File: config.mk
export PLATFORM = sky130hd
export DESIGN_NAME = multi_digit_counter
export DESIGN_NICKNAME = d
export VERILOG_FILES = /design/src/rtl/multi_digit_counter.sv
export SDC_FILE = /design/constraint.sdc
export NUM_CORES = 1
export LEC_CHECK = 0
export CAP_MARGIN = 20
export CORE_UTILIZATION = 55
export CTS_CLUSTER_SIZE = 14
export DETAILED_ROUTE_END_ITERATION = 8
export GPL_ROUTABILITY_DRIVEN = 0
export PLACE_DENSITY = 0.86
export SLEW_MARGIN = 20
export SYNTH_ARGS = -nofsm -noshare
export SYNTH_HDL_FRONTEND = slang
export SYNTH_SLANG_ARGS = --single-unit
export TNS_END_PERCENT = 100
File: constraint.sdc
create_clock -name clk -period 5.1 [get_ports clk]
set_clock_uncertainty 0.05 [all_clocks]
set_input_delay 0.51 -clock clk [delete_from_list [all_inputs] [get_ports clk]]
set_output_delay 0.51 -clock clk [all_outputs]
set_load 0.1 [all_outputs]
File: src/rtl/multi_digit_counter.sv
// Cascaded up/down digit counter with per-digit wrap limits, load clamping and chain carry/borrow pulses.
// Optional macro MULTI_DIGIT_COUNTER_STOP_EN: saturate at the chain ends instead of wrapping.
module multi_digit_counter #(
  parameter int unsigned DIGITS = 4,
  parameter int unsigned DW     = 4
) (
  input  logic                 clk,
  input  logic                 reset,
  input  logic                 en,
  input  logic                 load,
  input  logic                 tick,
  input  logic                 up,
  input  logic [DIGITS*DW-1:0] init_value,
  input  logic [DIGITS*DW-1:0] limit,
  output logic [DIGITS*DW-1:0] value,
  output logic                 carry,
  output logic                 borrow,
  output logic                 at_zero
);

  localparam int unsigned W = DIGITS * DW;

  logic [W-1:0]  step_value;
  logic [W-1:0]  load_value;
  logic          all_term;
  logic [DW-1:0] dig;
  logic [DW-1:0] lim;
  logic [DW-1:0] init_dig;
  logic          term;

  logic [W-1:0]  value_d;
  logic          carry_d;
  logic          borrow_d;

  // Ripple the step through the chain: a digit moves only while every lower digit is terminal.
  always_comb begin
    step_value = value;
    load_value = '0;
    all_term   = 1'b1;
    dig        = '0;
    lim        = '0;
    init_dig   = '0;
    term       = 1'b0;
    for (int i = 0; i < DIGITS; i++) begin
      dig      = value[i*DW +: DW];
      lim      = limit[i*DW +: DW];
      init_dig = init_value[i*DW +: DW];
      term     = up ? (dig >= lim) : (dig == '0);
      if (all_term) begin
        if (up) step_value[i*DW +: DW] = term ? '0 : dig + DW'(1);
        else    step_value[i*DW +: DW] = term ? lim : dig - DW'(1);
      end
      all_term = all_term & term;
      load_value[i*DW +: DW] = (init_dig < lim) ? init_dig : lim;
    end
  end

  // Next-state selection: load beats counting; all_term on a step means the whole chain wraps.
  always_comb begin
    value_d  = value;
    carry_d  = 1'b0;
    borrow_d = 1'b0;
    if (load) begin
      value_d = load_value;
    end else if (en && tick) begin
`ifdef MULTI_DIGIT_COUNTER_STOP_EN
      if (!all_term) value_d = step_value;
`else
      value_d  = step_value;
      carry_d  = up & all_term;
      borrow_d = ~up & all_term;
`endif
    end
  end

  always_ff @(posedge clk or posedge reset) begin
    if (reset) begin
      value   <= '0;
      carry   <= 1'b0;
      borrow  <= 1'b0;
      at_zero <= 1'b1;
    end else begin
      value   <= value_d;
      carry   <= carry_d;
      borrow  <= borrow_d;
      at_zero <= (value_d == '0);
    end
  end

endmodule

==> qor.csv <==
metric;value;unit
met1Wirelength;2750;µm
clock_latency;0.25;ns
wl_met3;314;µm
io_pins;57;
layout-drive-gt1-share;5.75;%
grt_overflow_total;0;
remaining_drc_errors;0;
antenna_found_initial;0;
finalCritPeriodShare;70.4;%
synth-async-reset-ratio;100;%
fmax;278;MHz
grt_max_degree;37;
grt_pass1_wl;10500;µm
yosys_warnings;0;
dieArea;0.00484;mm²
max_stage_delay;0.59;ns
holdBufCountCts;0;
place_ws;1.30;ns
root_buffer;clkbuf_8;
worstSetupEndpointType;flip-flop;
fin_ws;1.51;ns
ant_nets;0;
hold_viol_final;0;
drtIter0Drc;172;
cts_setup_buffers;0;
mappedNetlistNets;388;
crit_chain;clkdlybuf4s50_1, inv_1, ha_1, o211ai_1, o211ai_1, o2111ai_4, or3b_1, a21oi_4, o221ai_2, a2111oi_2, and4b_1;
grt_util_all_layers;26.1;%
dr.pass1.iters;4;
nets;441;
p_total;802;µW
syn_to_final_growth;25.3;%
seq_area_frac_synth;19.0;%
cts_buffers;3;
rows;24;
tightestPinTransition;0.970;ns
clockBufferDepth;2;
synth_seq_cells;19;
dr_wl_met2;3040;µm
cts_tree;built;
synth_top_area_share;18.5;%
crit_type;in -> reg;
hold_class;in -> async;
status;finished clean;
cts.sinks;19;
cp-start-kind;primary input;
syn_area;0.00251;mm²
vias_per_cell;6.19;
grt_pass1_vias;2424;
io_buffers;56;
initial_core_util;57.6;%
layout_commonest_cell;clkdlybuf4s50_1;
grt_setup_unrepaired;false;
ys_top_cells_by_area;ha_1 18%, dfrtp_1 18%, a21oi_1 5.0%;
nFillCells;355;
drt-wirelength-per-cell;15.0;µm
slowest_stage;or3b_1;
drt-total-wl;6250;µm
htree_levels;1;
cp_common_cell;o211ai_1;
dieWidth;69.5;µm
synth.distinct_cells;57;
slew_viol_final;0;
maxCapViolCount;0;
hold_slack;0.603;ns
relSlewSlack;35.1;%
die_h;69.5;µm
antenna_cells;0;
cts_resized;0;
syn_avg_cell_area;8.01;µm²
core_area;0.00435;mm²
ys.flop_type;dfrtp_1;
synth_edf_count;0;
powerDensity;255;mW/mm²
peakVddDrop;0.194;mV
cp_max_fo;9;
fin_setup_tns;0;ns
clkSlewWorstSetupHoldPaths;0.07;ns
syn_inst;313;
p_leak;0.00136;µW
top_layer;met4;
arrival;3.74;ns
dpl.hpwl;4950;µm
vias;2580;
synth_top_area_cell;ha_1;
layout_common_cells;56 x clkdlybuf4s50_1, 37 x ha_1, 30 x inv_1;
finalSetupViolations;0;
worstPathRequired;5.25;ns
fin_crit;3.59;ns
[metal layers]
layer  up-vias  GRT usage (%)
met3        16           2.91
met5         -              0
met2        95           46.6
met1      1203           32.0
met4         0           9.52
li1       1266              -
[cell families (layout without fill, tap and decap cells)]
logic type | count (synthesis) | count (layout) | synth area share (%)
buffers and inverters | 40 | 92 | 6.58
xor gates and xnor gates | 6 | 6 | 2.09
and+or+nand+nor | 94 | 94 | 18.6
muxes | 18 | 18 | 7.53
DFF | 19 | 19 | 19.0
adders and majority gates | 37 | 37 | 18.5
AOI/OAI and AO/OA | 99 | 99 | 27.7
[path summary, 6_finish.rpt]
kind | start | endpoint | slack, ns | cells after the start
hold reg to reg | value[7] | value[7] | 0.71 | 2
setup reg to reg | value[4] | at_zero | 1.69 | 9
max in group asynchronous | reset | value[11] | 3.96 | 2
min in group clk | value[7] | value[7] | 0.71 | 2
setup / recovery | limit[6] | at_zero | 1.51 | 11
hold / removal | reset | carry | 0.60 | 2
[stage by stage]
step | cell area [µm²] | cells | utilization [%]
5_1_grt | 3140 | 417 | 72.2
4_1_cts | 3140 | 417 | 72.2
3_5_place_dp | 3100 | 413 | 71.1
3_3_place_gp | 3100 | 413 | 71.1
6_report | 3140 | 417 | 72.2
2_1_floorplan | 2510 | 313 | -
[registers in the layout, indices dropped and copies added (netlist names)]
register,flops
carry,1
at_zero,1
value,16
borrow,1
[synth_stat cells (all sizes together) (2+ instances only)]
library cell,count
a22oi,2
o211ai,5
nor3,9
o41ai,2
a2111oi,4
nand2,27
or3,2
mux2,7
o221ai,2
inv,30
nor2b,2
mux2i,11
o2111ai,2
buf,3
o31ai,2
nor2,23
xor2,4
clkbuf,7
nand3,6
o21ai,27
or3b,2
a31oi,2
o22ai,4
a221oi,4
a211oi,4
nand2b,9
ha,37
nor3b,7
dfrtp,18
xnor2,2
a2111o,2
and2,3
a21oi,27
[critical path, delay by kind of cell]
kind | cells | cell delay, ns
adders and majority gates | 1 | 0.29
buffers and inverters | 2 | 0.59
and+or+nand+nor | 2 | 0.83
AOI/OAI and AO/OA | 6 | 1.52
[cell type report]
cell class                 instances  area [µm²]  share of cell area, %
clock inverter                     1        5.00                  0.159
multi-input combinational        254        1870                   59.4
clock buffer                       3        41.3                   1.31
timing repair buffer              58         576                   18.3
inverter                          30         113                   3.58
sequential                        19         477                   15.2
tap                               52        65.1                   2.07
[power breakdown]
part           internal, µW  total (µW)  switching [µW]  leakage (µW)
registers               169         215            45.7      0.000227
clock network          54.2         102            47.7     0.0000255
logic                   174         485             311       0.00111
total                   397         802             404       0.00136
Note: power is estimated with default switching activity, not from simulation.
